[src/rtl/signal_pkg.sv]
// ============================================================================
//  Module   : signal_pkg
//  Purpose  : Shared constants and types for the signal head driver: lamp bit
//             positions, fault cause codes, controller state encoding and a
//             one-hot helper for lamp codes.
//  Revision : 1.0  initial release
// ============================================================================
`default_nettype none

package signal_pkg;

    // Bit positions inside a 3-bit lamp code {red, amber, green}
    localparam int RED   = 2;
    localparam int AMBER = 1;
    localparam int GREEN = 0;

    // Fault cause codes reported on fault_code
    localparam logic [1:0] F_NONE     = 2'd0;
    localparam logic [1:0] F_CONFLICT = 2'd1;
    localparam logic [1:0] F_BADCODE  = 2'd2;
    localparam logic [1:0] F_WDOG     = 2'd3;

    typedef enum logic [1:0] {
        INIT  = 2'd0,
        RUN   = 2'd1,
        FAULT = 2'd2
    } state_t;

    // A legal lamp code has exactly one lamp lit
    function automatic logic is_one_hot(input logic [2:0] code);
        return (code != 3'b000) && ((code & (code - 3'b001)) == 3'b000);
    endfunction

endpackage

`default_nettype wire

[src/rtl/signal_head_driver_if.sv]
// ============================================================================
//  Module   : signal_head_driver_if
//  Purpose  : Bundles the controller stream, operator acknowledge and the
//             per-road lamp drives. master = controller/operator side,
//             slave = signal head driver.
//  Revision : 1.0  initial release
// ============================================================================
`default_nettype none

interface signal_head_driver_if #(
    parameter int ROADS = 4
);
    localparam int RW = (ROADS > 1) ? $clog2(ROADS) : 1;

    logic             light_valid;
    logic [RW-1:0]    road;
    logic [2:0]       light_out;
    logic             fault_clear;
    logic [ROADS-1:0] lamp_red;
    logic [ROADS-1:0] lamp_amber;
    logic [ROADS-1:0] lamp_green;
    logic             fault;
    logic [1:0]       fault_code;

    modport master (
        output light_valid, road, light_out, fault_clear,
        input  lamp_red, lamp_amber, lamp_green, fault, fault_code
    );

    modport slave (
        input  light_valid, road, light_out, fault_clear,
        output lamp_red, lamp_amber, lamp_green, fault, fault_code
    );

endinterface

`default_nettype wire

[src/rtl/signal_watchdog.sv]
// ============================================================================
//  Module   : signal_watchdog
//  Purpose  : Counts enabled cycles since the last clear; raises timeout once
//             the count reaches WDOG_CYCLES. Held at zero while disabled.
//  Revision : 1.0  initial release
// ============================================================================
`default_nettype none

module signal_watchdog #(
    parameter int WDOG_CYCLES = 64
) (
    input  logic clk,
    input  logic reset,
    input  logic enable,
    input  logic clear,
    output logic timeout
);
    localparam int CW = $clog2(WDOG_CYCLES + 1);
    localparam logic [CW-1:0] c_limit = CW'(WDOG_CYCLES);

    logic [CW-1:0] r_cnt;

    // Idle-cycle counter: restarts on every clear, frozen at zero when disabled
    always_ff @(posedge clk) begin
        if (!reset || !enable || clear) begin
            r_cnt <= '0;
        end else begin
            r_cnt <= r_cnt + CW'(1);
        end
    end

    assign timeout = enable && (r_cnt == c_limit);

endmodule

`default_nettype wire

[src/rtl/signal_head_driver.sv]
// ============================================================================
//  Module   : signal_head_driver
//  Purpose  : Holds one red/amber/green drive register per road, fed by the
//             traffic-light controller stream. Detects conflicting greens,
//             illegal lamp codes and a stalled controller, and forces a safe
//             lamp state until the operator clears the fault.
//  Config   : SIGNAL_HEAD_BLINK_EN - flashing amber in FAULT instead of steady
//             all red.
//  Revision : 1.0  initial release
// ============================================================================
`default_nettype none

module signal_head_driver
    import signal_pkg::*;
#(
    parameter int ROADS       = 4,
    parameter int WDOG_CYCLES = 64,
    parameter int BLINK_HALF  = 8
) (
    input  logic                 clk,
    input  logic                 reset,
    signal_head_driver_if.slave  bus
);
    state_t           r_state, w_state_nxt;
    logic [1:0]       r_code, w_code_nxt;
    logic [ROADS-1:0] r_red, r_amber, r_green;
    logic [ROADS-1:0] w_new_red, w_new_amber, w_new_green, w_busy;
    logic             w_road_ok, w_bad, w_conflict, w_timeout;
    logic             w_fault_ev, w_write, w_wdog_en;

    // A zero flash half-period would make the blink timer meaningless
    if (BLINK_HALF < 1) begin : g_blink_half_min
    end

    signal_watchdog #(
        .WDOG_CYCLES (WDOG_CYCLES)
    ) u_watchdog (
        .clk     (clk),
        .reset   (reset),
        .enable  (w_wdog_en),
        .clear   (bus.light_valid),
        .timeout (w_timeout)
    );

    // Would-be lamp vectors after this write, and classification of the write
    always_comb begin
        w_new_red   = r_red;
        w_new_amber = r_amber;
        w_new_green = r_green;
        w_road_ok   = int'(bus.road) < ROADS;
        if (w_road_ok) begin
            w_new_red[bus.road]   = bus.light_out[RED];
            w_new_amber[bus.road] = bus.light_out[AMBER];
            w_new_green[bus.road] = bus.light_out[GREEN];
        end
        // Any road showing green or amber counts as holding right of way
        w_busy     = w_new_green | w_new_amber;
        w_bad      = bus.light_valid && (!is_one_hot(bus.light_out) || !w_road_ok);
        w_conflict = bus.light_valid && !w_bad && (|(w_busy & (w_busy - ROADS'(1))));
    end

    // Next state, fault cause latch and write qualification
    always_comb begin
        w_state_nxt = r_state;
        w_code_nxt  = r_code;
        w_fault_ev  = 1'b0;
        case (r_state)
            INIT: begin
                if (bus.light_valid && !w_bad && !w_conflict) begin
                    w_state_nxt = RUN;
                end
            end
            RUN: begin
                if (w_bad) begin
                    w_fault_ev = 1'b1;
                    w_code_nxt = F_BADCODE;
                end else if (w_conflict) begin
                    w_fault_ev = 1'b1;
                    w_code_nxt = F_CONFLICT;
                end else if (w_timeout) begin
                    w_fault_ev = 1'b1;
                    w_code_nxt = F_WDOG;
                end
                if (w_fault_ev) begin
                    w_state_nxt = FAULT;
                end
            end
            FAULT: begin
                if (bus.fault_clear) begin
                    w_state_nxt = INIT;
                    w_code_nxt  = F_NONE;
                end
            end
            default: begin
                w_state_nxt = INIT;
                w_code_nxt  = F_NONE;
            end
        endcase
        w_write   = (r_state != FAULT) && bus.light_valid && !w_bad && !w_conflict && !w_fault_ev;
        w_wdog_en = (r_state == RUN);
    end

    // State and sticky fault cause registers
    always_ff @(posedge clk) begin
        if (!reset) begin
            r_state <= INIT;
            r_code  <= F_NONE;
        end else begin
            r_state <= w_state_nxt;
            r_code  <= w_code_nxt;
        end
    end

`ifdef SIGNAL_HEAD_BLINK_EN
    localparam int BW = $clog2(BLINK_HALF + 1);
    localparam logic [BW-1:0] c_blink_last = BW'(BLINK_HALF - 1);

    logic [BW-1:0] r_blink_cnt;
    logic          w_blink_toggle;

    assign w_blink_toggle = (r_blink_cnt == c_blink_last);

    // Flash half-period timer, restarted on every FAULT entry
    always_ff @(posedge clk) begin
        if (!reset || w_fault_ev) begin
            r_blink_cnt <= '0;
        end else if (r_state == FAULT) begin
            r_blink_cnt <= w_blink_toggle ? '0 : r_blink_cnt + BW'(1);
        end
    end
`endif

    // Lamp drive registers: safe pattern in FAULT, otherwise accepted writes
    always_ff @(posedge clk) begin
        if (!reset) begin
            r_red   <= '1;
            r_amber <= '0;
            r_green <= '0;
        end else if (w_fault_ev) begin
            r_green <= '0;
`ifdef SIGNAL_HEAD_BLINK_EN
            r_red   <= '0;
            r_amber <= '1;
`else
            r_red   <= '1;
            r_amber <= '0;
`endif
        end else if (r_state == FAULT) begin
            if (bus.fault_clear) begin
                r_red   <= '1;
                r_amber <= '0;
                r_green <= '0;
            end
`ifdef SIGNAL_HEAD_BLINK_EN
            else if (w_blink_toggle) begin
                r_amber <= ~r_amber;
            end
`endif
        end else if (w_write) begin
            r_red   <= w_new_red;
            r_amber <= w_new_amber;
            r_green <= w_new_green;
        end
    end

    assign bus.lamp_red   = r_red;
    assign bus.lamp_amber = r_amber;
    assign bus.lamp_green = r_green;
    assign bus.fault      = (r_state == FAULT);
    assign bus.fault_code = r_code;

endmodule

`default_nettype wire

[src/flat_wrapper.sv]
// flat-port wrapper written by rule: the top's interface ports become plain ports
module signal_head_driver_flat import signal_pkg::*;
#(
    parameter int ROADS       = 4,
    parameter int WDOG_CYCLES = 64,
    parameter int BLINK_HALF  = 8
)
  (clk, reset, bus_light_valid, bus_road, bus_light_out, bus_fault_clear, bus_lamp_red, bus_lamp_amber, bus_lamp_green, bus_fault, bus_fault_code);
  signal_head_driver_if #(.ROADS(ROADS)) bus_i ();
  input  logic clk;
  input  logic reset;
  input wire logic [$bits(bus_i.light_valid)-1:0] bus_light_valid;
  input wire logic [$bits(bus_i.road)-1:0] bus_road;
  input wire logic [$bits(bus_i.light_out)-1:0] bus_light_out;
  input wire logic [$bits(bus_i.fault_clear)-1:0] bus_fault_clear;
  output wire logic [$bits(bus_i.lamp_red)-1:0] bus_lamp_red;
  output wire logic [$bits(bus_i.lamp_amber)-1:0] bus_lamp_amber;
  output wire logic [$bits(bus_i.lamp_green)-1:0] bus_lamp_green;
  output wire logic [$bits(bus_i.fault)-1:0] bus_fault;
  output wire logic [$bits(bus_i.fault_code)-1:0] bus_fault_code;
  assign bus_i.light_valid = bus_light_valid;
  assign bus_i.road = bus_road;
  assign bus_i.light_out = bus_light_out;
  assign bus_i.fault_clear = bus_fault_clear;
  assign bus_lamp_red = bus_i.lamp_red;
  assign bus_lamp_amber = bus_i.lamp_amber;
  assign bus_lamp_green = bus_i.lamp_green;
  assign bus_fault = bus_i.fault;
  assign bus_fault_code = bus_i.fault_code;
  signal_head_driver #(.ROADS(ROADS), .WDOG_CYCLES(WDOG_CYCLES), .BLINK_HALF(BLINK_HALF)) u_core (.clk(clk), .reset(reset), .bus(bus_i));
endmodule
[config.mk]
export PLATFORM = sky130hd
export DESIGN_NAME = signal_head_driver_flat
export DESIGN_NICKNAME = d
export VERILOG_FILES = /design/src/rtl/signal_pkg.sv /design/src/rtl/signal_head_driver_if.sv /design/src/rtl/signal_watchdog.sv /design/src/rtl/signal_head_driver.sv /design/src/flat_wrapper.sv
export SDC_FILE = /design/constraint.sdc
export NUM_CORES = 1
export LEC_CHECK = 0
export ABC_AREA = 1
export BUFFER_PORTS_ARGS = -buffer_cell sky130_fd_sc_hd__buf_4
export CAP_MARGIN = 20
export CORE_MARGIN = 4
export CORE_UTILIZATION = 35
export DETAILED_ROUTE_END_ITERATION = 7
export PLACE_DENSITY_LB_ADDON = 0.2
export SLEW_MARGIN = 10
export SYNTH_ARGS = -nofsm -noshare
export SYNTH_HDL_FRONTEND = slang
export SYNTH_HIERARCHICAL = 1
export SYNTH_SLANG_ARGS = --single-unit
[constraint.sdc]
create_clock -name clk -period 2.1 [get_ports clk]
set_clock_uncertainty 0.2 [all_clocks]
set_input_delay 0.525 -clock clk [delete_from_list [all_inputs] [get_ports clk]]
set_output_delay 0.525 -clock clk [all_outputs]
set_load 0.01 [all_outputs]
==> results.md, run 1 <==
* Result of the run: finished clean
* Setup ws final at 0.2377 ns
* Global-route wire length before repair at 5858 microns
* Total number of clock tree sinks at 23
* Time the final worst path needs with I/O delays and setup at 1.862 ns
* Post-synthesis cell type count at 29
* Delay contributed by the slowest stage of the critical path at 0.34 ns
* Slew margin rel. at 0.7462
* Overall power of the completed layout at 0.0009943 W
* Number of cells upsized or downsized after cts at 0
* Residual overflow from global routing at 0
* PortBufs at 23
* Crit end category: flip-flop
* Number of inserted diodes at 0
* Per-instance average area after synthesis at 7.432 sq um
* Most frequent standard cell in the layout excluding fill and tap cells: sky130_fd_sc_hd__nand2_1
* Placed cell areas at 0.001911 sq mm
* Vias after detailed routing at 1,409
* Fraction of final layout cells sized beyond drive strength 1 at 0.4048
* Count of final setup violators at 0
* Chip height at 75.57 microns
* IO Pins at 24
* Library cell contributing the largest single delay on the critical path: sky130_fd_sc_hd__a21oi_4
* Min Hold Slack at approximately 0.27 ns
* Clk Tree Root Cell: sky130_fd_sc_hd__clkbuf_8
* Clock slew at reported path FFs at 0.09 ns
* Antenna violations before repair at 0
* Power density over cell area at 508.1 mW/mm^2
* Required @ worst endpoint at 2.07 ns
* Worst min path class: flip-flop to flip-flop
* Cell count after synthesis at 215
* Leading cell types in the layout, fill and taps excluded: sky130_fd_sc_hd__nand2_1 (41), sky130_fd_sc_hd__buf_4 (37), sky130_fd_sc_hd__nand3_1 (29), sky130_fd_sc_hd__inv_1 (23), sky130_fd_sc_hd__dfxtp_1 (23)
* CP top delay family: compound AO/OA/AOI/OAI gates
* Core area at 0.004384 sq mm
* Relative area change from synthesis to final layout at 22.47%
* CTS buffer count at 3
* Reg2Reg Setup Slack at 0.25 ns
* Ratio of final minimum period to clock period at 0.8868
* Layout Nets at 264
* Post-CTS repair timing setup buffer count at 0
* RSZ-0062 raised after global routing: no
* Avg WL per Cell at 10.95 microns
* Yosys warning count at 6
* Die Area at 0.005710 sq mm
* Die boundary width at 75.57 microns
* Detailed placer's ending HPWL at 2613 microns
* Bufs and invs on worst path at 1
* Via count of the first global-routing pass at 1,326
* Category of the most critical setup path: input pin to flip-flop
* Placer's final routability congestion estimate at between 0.8 and 0.9
* Wire length after detailed routing at about 3300 microns
* Total nets after synthesis at 226
* Worst hold stages at 2
* Cell repeated most along the worst path: sky130_fd_sc_hd__nand3_1
* Initial standard-cell utilization of the core at 0.3644
* CTS tree: built
* Accumulated negative setup slack at 0 ns
* Post-Place Worst Slack at -0.05365 ns
* Transition time of the tightest slew-check pin at 0.3798 ns
* Max-cap viol count at 0
* Highest Clock Rate at ~0.54 GHz
* Maximum number of pins on one net before global-route repair at 17
* Arrival time at the worst endpoint at 1.83 ns
* H-tree lvl count at 1
* Cell Area, Synth at 0.001598 sq mm
* Worst-case vdd ir drop at 0.0002097 V
* Insertion delay to the later sink of the worst-skew pair at 0.27 ns
* List of cells traversed by the critical path: buf_4 > o21ai_1 > nand3_1 > a21oi_4 > o211ai_4 > nand2_2 > nand3_1 > nand2_1 > nand3_2
* Depth of the most critical reg-to-reg path at 10
* Post-route DRC at 0
* Remaining number of nets flagged by the antenna check after routing at 0
* Startpoint kind of the worst setup timing path: input pin
* Leak pwr at ~0.85 nW
* Number of iterations in the first detailed-routing pass at 4
* Sequential share of the synthesized area at 0.2882
* Hold_buf cts at 0
* Top fanout value on the critical path at 9
* Design area at 0.001957 sq mm
* Crit path depth at 9
* Total global routing track utilization at 0.1322
* Iter 0 DRT Violations at 38
* Detailed-route vias per instance at 4.635
* Number of pins with negative max-slew slack in the final report at 0
* FF+latch count, synth at 23
* Final Hold Fails at 0
* Cell Rows at 24
* Clock buffer depth at 2
## sequential cells by signal (all words and copies together), names as in the netlist
| signal | cells |
|---|---|
| u_core/bus.lamp_green | 4 |
| u_core/u_watchdog/r_cnt | 7 |
| u_core/bus.lamp_red | 4 |
| u_core/bus.lamp_amber | 4 |
| u_core/bus.fault_code | 2 |
| u_core/r_state | 2 |
## worst paths after layout
path,from,to
setup / recovery,bus_light_out[1],u_core/bus.lamp_red[0]
hold / removal,u_core/bus.fault_code[0],u_core/bus.fault_code[0]
setup reg to reg,u_core/u_watchdog/r_cnt[0],u_core/bus.lamp_red[0]
hold reg to reg,u_core/bus.fault_code[0],u_core/bus.fault_code[0]
## final cells by class
cell class / count / area [sq um]
tap: 52 / 65.06
clock buffer: 3 / 41.29
fill: 487 / 2427
multi-input combinational: 157 / 978.4
inverter: 31 / 128.9
clock inverter: 1 / 5.005
sequential: 23 / 460.4
timing repair buffer: 37 / 277.8
## worst min-delay path: stages (launching register included)
cell and delay, ns:
sky130_fd_sc_hd__dfxtp_1 0.32, sky130_fd_sc_hd__nand2_1 0.06, sky130_fd_sc_hd__a21oi_1 0.05
## logic make-up (layout without fill, tap and decap cells)
family,count (synthesis),count (layout),synth area share
AOI/OAI and AO/OA,21,21,0.1120
adders and majority gates,2,2,0.01566
DFF,23,23,0.2882
and+or+nand+nor,134,134,0.4847
buffers and inverters,35,72,0.09946
## through the flow
step           instances    util
2_1_floorplan        215       -
3_3_place_gp         300  0.4358
3_5_place_dp         300  0.4358
4_1_cts              304  0.4463
5_1_grt              304  0.4463
6_report             304  0.4463
## power by group
| part | switching [W] | leakage (nW) | internal (W) |
|---|---|---|---|
| sequential | 0.00000643 | 0.186 | 0.000445 |
| combinational | 0.000152 | 0.636 | 0.000102 |
| clock | 0.000156 | 0.0255 | 0.000133 |
| total | 0.000314 | 0.847 | 0.000680 |
## per-layer routing
metal / vias up / GRT usage / wire (microns)
met3: 2 / 0.02507 / 124
met1: 631 / 0.1823 / 1704
met5: - / 0 / 0
met2: 20 / 0.2090 / 1468
met4: 0 / 0.04078 / 32
li1: 756 / - / -
## synthesized netlist by cell type
| cell | number | area (sq um) |
|---|---|---|
| sky130_fd_sc_hd__nand2_1 | 41 | 153.9 |
| sky130_fd_sc_hd__nand3_1 | 29 | 145.1 |
| sky130_fd_sc_hd__dfxtp_1 | 23 | 460.4 |
| sky130_fd_sc_hd__inv_1 | 23 | 86.33 |
| sky130_fd_sc_hd__nor2_1 | 17 | 63.81 |
| sky130_fd_sc_hd__nand2_2 | 16 | 100.1 |
| sky130_fd_sc_hd__nand2_4 | 10 | 112.6 |
| sky130_fd_sc_hd__a21oi_1 | 8 | 40.04 |
| sky130_fd_sc_hd__a21oi_2 | 8 | 70.07 |
| sky130_fd_sc_hd__nand3_2 | 6 | 60.06 |
| sky130_fd_sc_hd__nor2_2 | 6 | 37.54 |
| sky130_fd_sc_hd__inv_2 | 3 | 11.26 |
| sky130_fd_sc_hd__nor2_4 | 3 | 33.78 |
| sky130_fd_sc_hd__buf_6 | 2 | 22.52 |
| sky130_fd_sc_hd__clkbuf_1 | 2 | 7.510 |
| sky130_fd_sc_hd__clkinv_1 | 2 | 7.510 |
| sky130_fd_sc_hd__ha_1 | 2 | 25.02 |
| sky130_fd_sc_hd__inv_6 | 2 | 17.52 |
| sky130_fd_sc_hd__o211ai_4 | 2 | 42.54 |
| sky130_fd_sc_hd__a21oi_4 | 1 | 16.27 |
| sky130_fd_sc_hd__inv_4 | 1 | 6.260 |
| sky130_fd_sc_hd__nand2_8 | 1 | 20.02 |
| sky130_fd_sc_hd__nand3_4 | 1 | 17.52 |
| sky130_fd_sc_hd__nand3b_1 | 1 | 7.510 |
| sky130_fd_sc_hd__nand4_1 | 1 | 6.260 |
| sky130_fd_sc_hd__nor3_2 | 1 | 10.01 |
| sky130_fd_sc_hd__o21ai_0 | 1 | 5.000 |
| sky130_fd_sc_hd__o21ai_1 | 1 | 5.000 |
| sky130_fd_sc_hd__or2_1 | 1 | 6.260 |
Note: power is estimated with default switching activity, not from simulation.
==> run 2: changes to the inputs <==
--- a/config.mk
+++ b/config.mk
@@ -15,5 +15,5 @@
 export SLEW_MARGIN = 10
 export SYNTH_ARGS = -nofsm -noshare
 export SYNTH_HDL_FRONTEND = slang
-export SYNTH_HIERARCHICAL = 1
 export SYNTH_SLANG_ARGS = --single-unit
+export TNS_END_PERCENT = 5
==> run 2 against run 1 <==
  * Cell count fell by 1.3%
  * Largest power group unchanged
  * Core utilization grew 1.2 points
  * Flip-flop and latch count stayed put
  * Synthesized cell count is 1.9% lower
  * Critical path type unchanged
  * Critical path depth is 5 higher
  * Largest cell class unchanged
==> results.md, run 2 <==
* Core area at 0.004058 sq mm (was 0.004384 sq mm)
* Register ranked first by flip-flop count: u_core.u_watchdog.r_cnt (was u_core/u_watchdog/r_cnt)
* Transition time of the tightest slew-check pin at 0.2612 ns (was 0.3798 ns)
* Total nets after synthesis at 222 (was 226)
* Cell taking the most area after synthesis: sky130_fd_sc_hd__dfxtp_1 (unchanged)
* Area share of the largest cell type after synthesis at 0.3105 (was 0.2882)
* RSZ-0062 raised after global routing: no (unchanged)
* Clock power frac at 0.270 (was 0.290)
* Switching part of the total at 0.3069 (was 0.3161)
* Layout Nets at 262 (was 264)
* Time the final worst path needs with I/O delays and setup at 1.836 ns (was 1.862 ns)
* Startpoint kind of the worst setup timing path: input pin (unchanged)
* Relative area change from synthesis to final layout at 25.32% (was 22.47%)
* Hold_buf cts at 0 (unchanged)
* Number of flops mapped to enable cells by yosys at 0 (unchanged)
* Wire length after detailed routing at 3092 microns (was 3330 microns)
* Power density over cell area at 550.8 mW/mm^2 (was 508.1 mW/mm^2)
* Sequential share of the synthesized area at 0.3105 (was 0.2882)
* Min Hold Slack at 0.2564 ns (was 0.2695 ns)
* Post-route DRC at 0 (unchanged)
* Chip height at 73.09 microns (was 75.57 microns)
* Internal Dissipation at 0.0007093 W (was 0.0006800 W)
* Cell Rows at 23 (was 24)
* Arrival time at the worst endpoint at 1.79 ns (was 1.83 ns)
* Crit end category: flip-flop (unchanged)
* FF+latch count, synth at 23 (unchanged)
* Per-instance average area after synthesis at 7.027 sq um (was 7.432 sq um)
* Placer's final routability congestion estimate at 0.8141 (was 0.8421)
* Bufs and invs on worst path at 3 (was 1)
* Cell Area, Synth at 0.001483 sq mm (was 0.001598 sq mm)
* Leading cell types by count after synthesis: sky130_fd_sc_hd__nand2_1 (43), sky130_fd_sc_hd__inv_1 (34), sky130_fd_sc_hd__nand3_1 (31) (was sky130_fd_sc_hd__nand2_1 (41), sky130_fd_sc_hd__nand3_1 (29), sky130_fd_sc_hd__dfxtp_1 (23), sky130_fd_sc_hd__inv_1 (23), sky130_fd_sc_hd__nor2_1 (17))
* Global-route wire length before repair at 5651 microns (was 5858 microns)
* Fraction of registers with async set or reset after synthesis at 0 (unchanged)
* Fraction of final layout cells sized beyond drive strength 1 at 0.3560 (was 0.4048)
* Cell repeated most along the worst path: sky130_fd_sc_hd__nand2_2 (was sky130_fd_sc_hd__nand3_1)
* Count of final setup violators at 0 (unchanged)
* H-tree lvl count at 1 (unchanged)
* Top flip-flop cell by instance count after synthesis: sky130_fd_sc_hd__dfxtp_1 (unchanged)
* List of cells traversed by the critical path: buf_4 > inv_6 > nand3_1 > nand2_2 > nand2_2 > nor2_1 > nand2_2 > nand3_4 > o211ai_4 > buf_4 > nand2_4 > nand2_1 > nand2_1 > nand3_1 (was buf_4 > o21ai_1 > nand3_1 > a21oi_4 > o211ai_4 > nand2_2 > nand3_1 > nand2_1 > nand3_2)
* Detailed placer's ending HPWL at 2469 microns (was 2613 microns)
* Clock slew at reported path FFs at 0.08 ns (was 0.09 ns)
* Leading cell types in the layout, fill and taps excluded: sky130_fd_sc_hd__nand2_1 (43), sky130_fd_sc_hd__buf_4 (36), sky130_fd_sc_hd__inv_1 (34), sky130_fd_sc_hd__nand3_1 (31), sky130_fd_sc_hd__dfxtp_1 (23) (was sky130_fd_sc_hd__nand2_1 (41), sky130_fd_sc_hd__buf_4 (37), sky130_fd_sc_hd__nand3_1 (29), sky130_fd_sc_hd__inv_1 (23), sky130_fd_sc_hd__dfxtp_1 (23))
* Library cell contributing the largest single delay on the critical path: sky130_fd_sc_hd__buf_4 (was sky130_fd_sc_hd__a21oi_4)
* Clock buffer depth at 2 (unchanged)
* Ratio of final minimum period to clock period at 0.8745 (was 0.8868)
* Cell count after synthesis at 211 (was 215)
* Antenna violations before repair at 0 (unchanged)
* Number of pins with negative max-slew slack in the final report at 0 (unchanged)
* Clk Tree Root Cell: sky130_fd_sc_hd__clkbuf_8 (unchanged)
* Total global routing track utilization at 0.1334 (was 0.1322)
* CTS tree: built (unchanged)
* Cells taking the most area after synthesis: sky130_fd_sc_hd__dfxtp_1 (31%), sky130_fd_sc_hd__nand2_1 (11%), sky130_fd_sc_hd__nand3_1 (10%), sky130_fd_sc_hd__nand2_2 (9.3%), sky130_fd_sc_hd__inv_1 (8.6%) (was sky130_fd_sc_hd__dfxtp_1 (29%), sky130_fd_sc_hd__nand2_1 (9.6%), sky130_fd_sc_hd__nand3_1 (9.1%), sky130_fd_sc_hd__nand2_4 (7.0%), sky130_fd_sc_hd__nand2_2 (6.3%))
* Avg WL per Cell at 10.31 microns (was 10.95 microns)
* Residual overflow from global routing at 0 (unchanged)
* Leak pwr at 0.9227 nW (was 0.8469 nW)
* Sequential Power Share at 0.457 (was 0.454)
* Number of inserted diodes at 0 (unchanged)
* Remaining number of nets flagged by the antenna check after routing at 0 (unchanged)
* Category of the most critical setup path: input pin to flip-flop (unchanged)
* Required @ worst endpoint at 2.06 ns (was 2.07 ns)
* Most instantiated library cell after synthesis: sky130_fd_sc_hd__nand2_1 (unchanged)
* Detailed-route vias per instance at 4.443 (was 4.635)
* Highest Clock Rate at 0.5446 GHz (was 0.5370 GHz)
* Proportion of power drawn by combinational gates at 0.273 (was 0.255)
* Worst min path class: flip-flop to flip-flop (unchanged)
* Utilization after layout at 0.4579 (was 0.4463)
* CTS buffer count at 3 (unchanged)
* IO Pins at 24 (unchanged)
* Delay contributed by the slowest stage of the critical path at 0.16 ns (was 0.34 ns)
* Most frequent standard cell in the layout excluding fill and tap cells: sky130_fd_sc_hd__nand2_1 (unchanged)
* Total number of clock tree sinks at 23 (unchanged)
* Max FFs per register at 7 (unchanged)
* Yosys warning count at 0 (was 6)
* Initial standard-cell utilization of the core at 0.3654 (was 0.3644)
* CP top delay family: simple AND/OR/NAND/NOR gates (was compound AO/OA/AOI/OAI gates)
* Result of the run: finished clean (unchanged)
* Worst-case vdd ir drop at 0.0002549 V (was 0.0002097 V)
* Max-cap viol count at 0 (unchanged)
* Number of iterations in the first detailed-routing pass at 5 (was 4)
* Slew margin rel. at 0.8254 (was 0.7462)
* Maximum number of pins on one net before global-route repair at 13 (was 17)
* Accumulated negative setup slack at 0 ns (unchanged)
* NetSw at 0.0003141 W (was 0.0003143 W)
* Vias after detailed routing at 1,333 (was 1,409)
* Via count of the first global-routing pass at 1,264 (was 1,326)
* Final Hold Fails at 0 (unchanged)
* Iter 0 DRT Violations at 35 (was 38)
* PortBufs at 23 (unchanged)
* Top fanout value on the critical path at 8 (was 9)
* Die boundary width at 73.09 microns (was 75.57 microns)
* Post-synthesis cell type count at 28 (was 29)
* Die Area at 0.005341 sq mm (was 0.005710 sq mm)
* Insertion delay to the later sink of the worst-skew pair at 0.26 ns (was 0.27 ns)
[run 2: changes by cell type in the layout (fill, tap and decap cells not counted), sizes merged, moves of 3 or more]
cell,delta
nand3,-3
nor2,-10
nor3b,+3
inv,+12
a21oi,-6
[run 2: through the flow]
stage	power, W	std cells	area, sq um	worst slack [ns]
2_1_floorplan	0.0006597	211	1483	0.1600
3_3_place_gp	0.0007546	294	1798	-0.02563
3_5_place_dp	0.0007547	294	1798	-0.04923
4_1_cts	0.001040	298	1843	0.1542
5_1_grt	0.001093	300	1858	0.09796
6_report	0.001023	300	1858	0.2636
[run 2: worst paths after layout]
kind,start,endpoint,slack (ns),depth (start not counted)
max,bus_road[0],u_core.bus.lamp_red[3],0.26,14
min,u_core.u_watchdog.r_cnt[0],u_core.u_watchdog.r_cnt[0],0.26,1
max reg2reg,u_core.u_watchdog.r_cnt[0],u_core.bus.lamp_red[1],0.35,10
min reg2reg,u_core.u_watchdog.r_cnt[0],u_core.u_watchdog.r_cnt[0],0.26,1
[run 2: repair_timing]
item,CTS,global route
buffers inserted,0,2
resized for setup,0,0
setup endpoints to repair,0,4
[run 2: worst register-to-register path, delay by kind of cell (launching register included)]
| family | cells | cell delay, ns |
|---|---|---|
| flip-flops | 1 | 0.33 |
| AND/OR/NAND/NOR | 5 | 0.49 |
| AO/OA/AOI/OAI | 2 | 0.26 |
| adder cells (fa/ha/maj) | 1 | 0.14 |
| buffers and inverters | 2 | 0.23 |
[run 2: power groups by stage]
stage	combinational, W	sequential [W]	clock [W]
floorplan	0.000177	0.000483	0
finish	0.000280	0.000467	0.000276
CTS	0.000278	0.000468	0.000294
detailed placement	0.000277	0.000478	0
global route	0.000315	0.000471	0.000307
global placement	0.000277	0.000478	0
[run 2: cell type report]
class,instances,area [sq um]
Clock buffer,4,45.04
Fill cell,417,2200
Inverter,42,177.7
Multi-Input combinational cell,144,822.0
Sequential cell,23,460.4
Tap cell,50,62.56
Timing Repair Buffer,37,290.3
[run 2: routing by layer]
layer | GRT usage | wire length, microns
met5 | 0 | 0
met4 | 0.03689 | 24
met3 | 0.03030 | 113
met2 | 0.2135 | 1370
met1 | 0.1789 | 1583
[run 2: kinds of logic (layout without fill, tap and decap cells)]
family                     Yosys count  in the layout  share of synthesized area
adders and majority gates            2              2                    0.01687
and+or+nand+nor                    127            127                     0.4456
DFF                                 23             23                     0.3105
AOI/OAI and AO/OA                   15             15                    0.09199
buffers and inverters               44             83                     0.1350
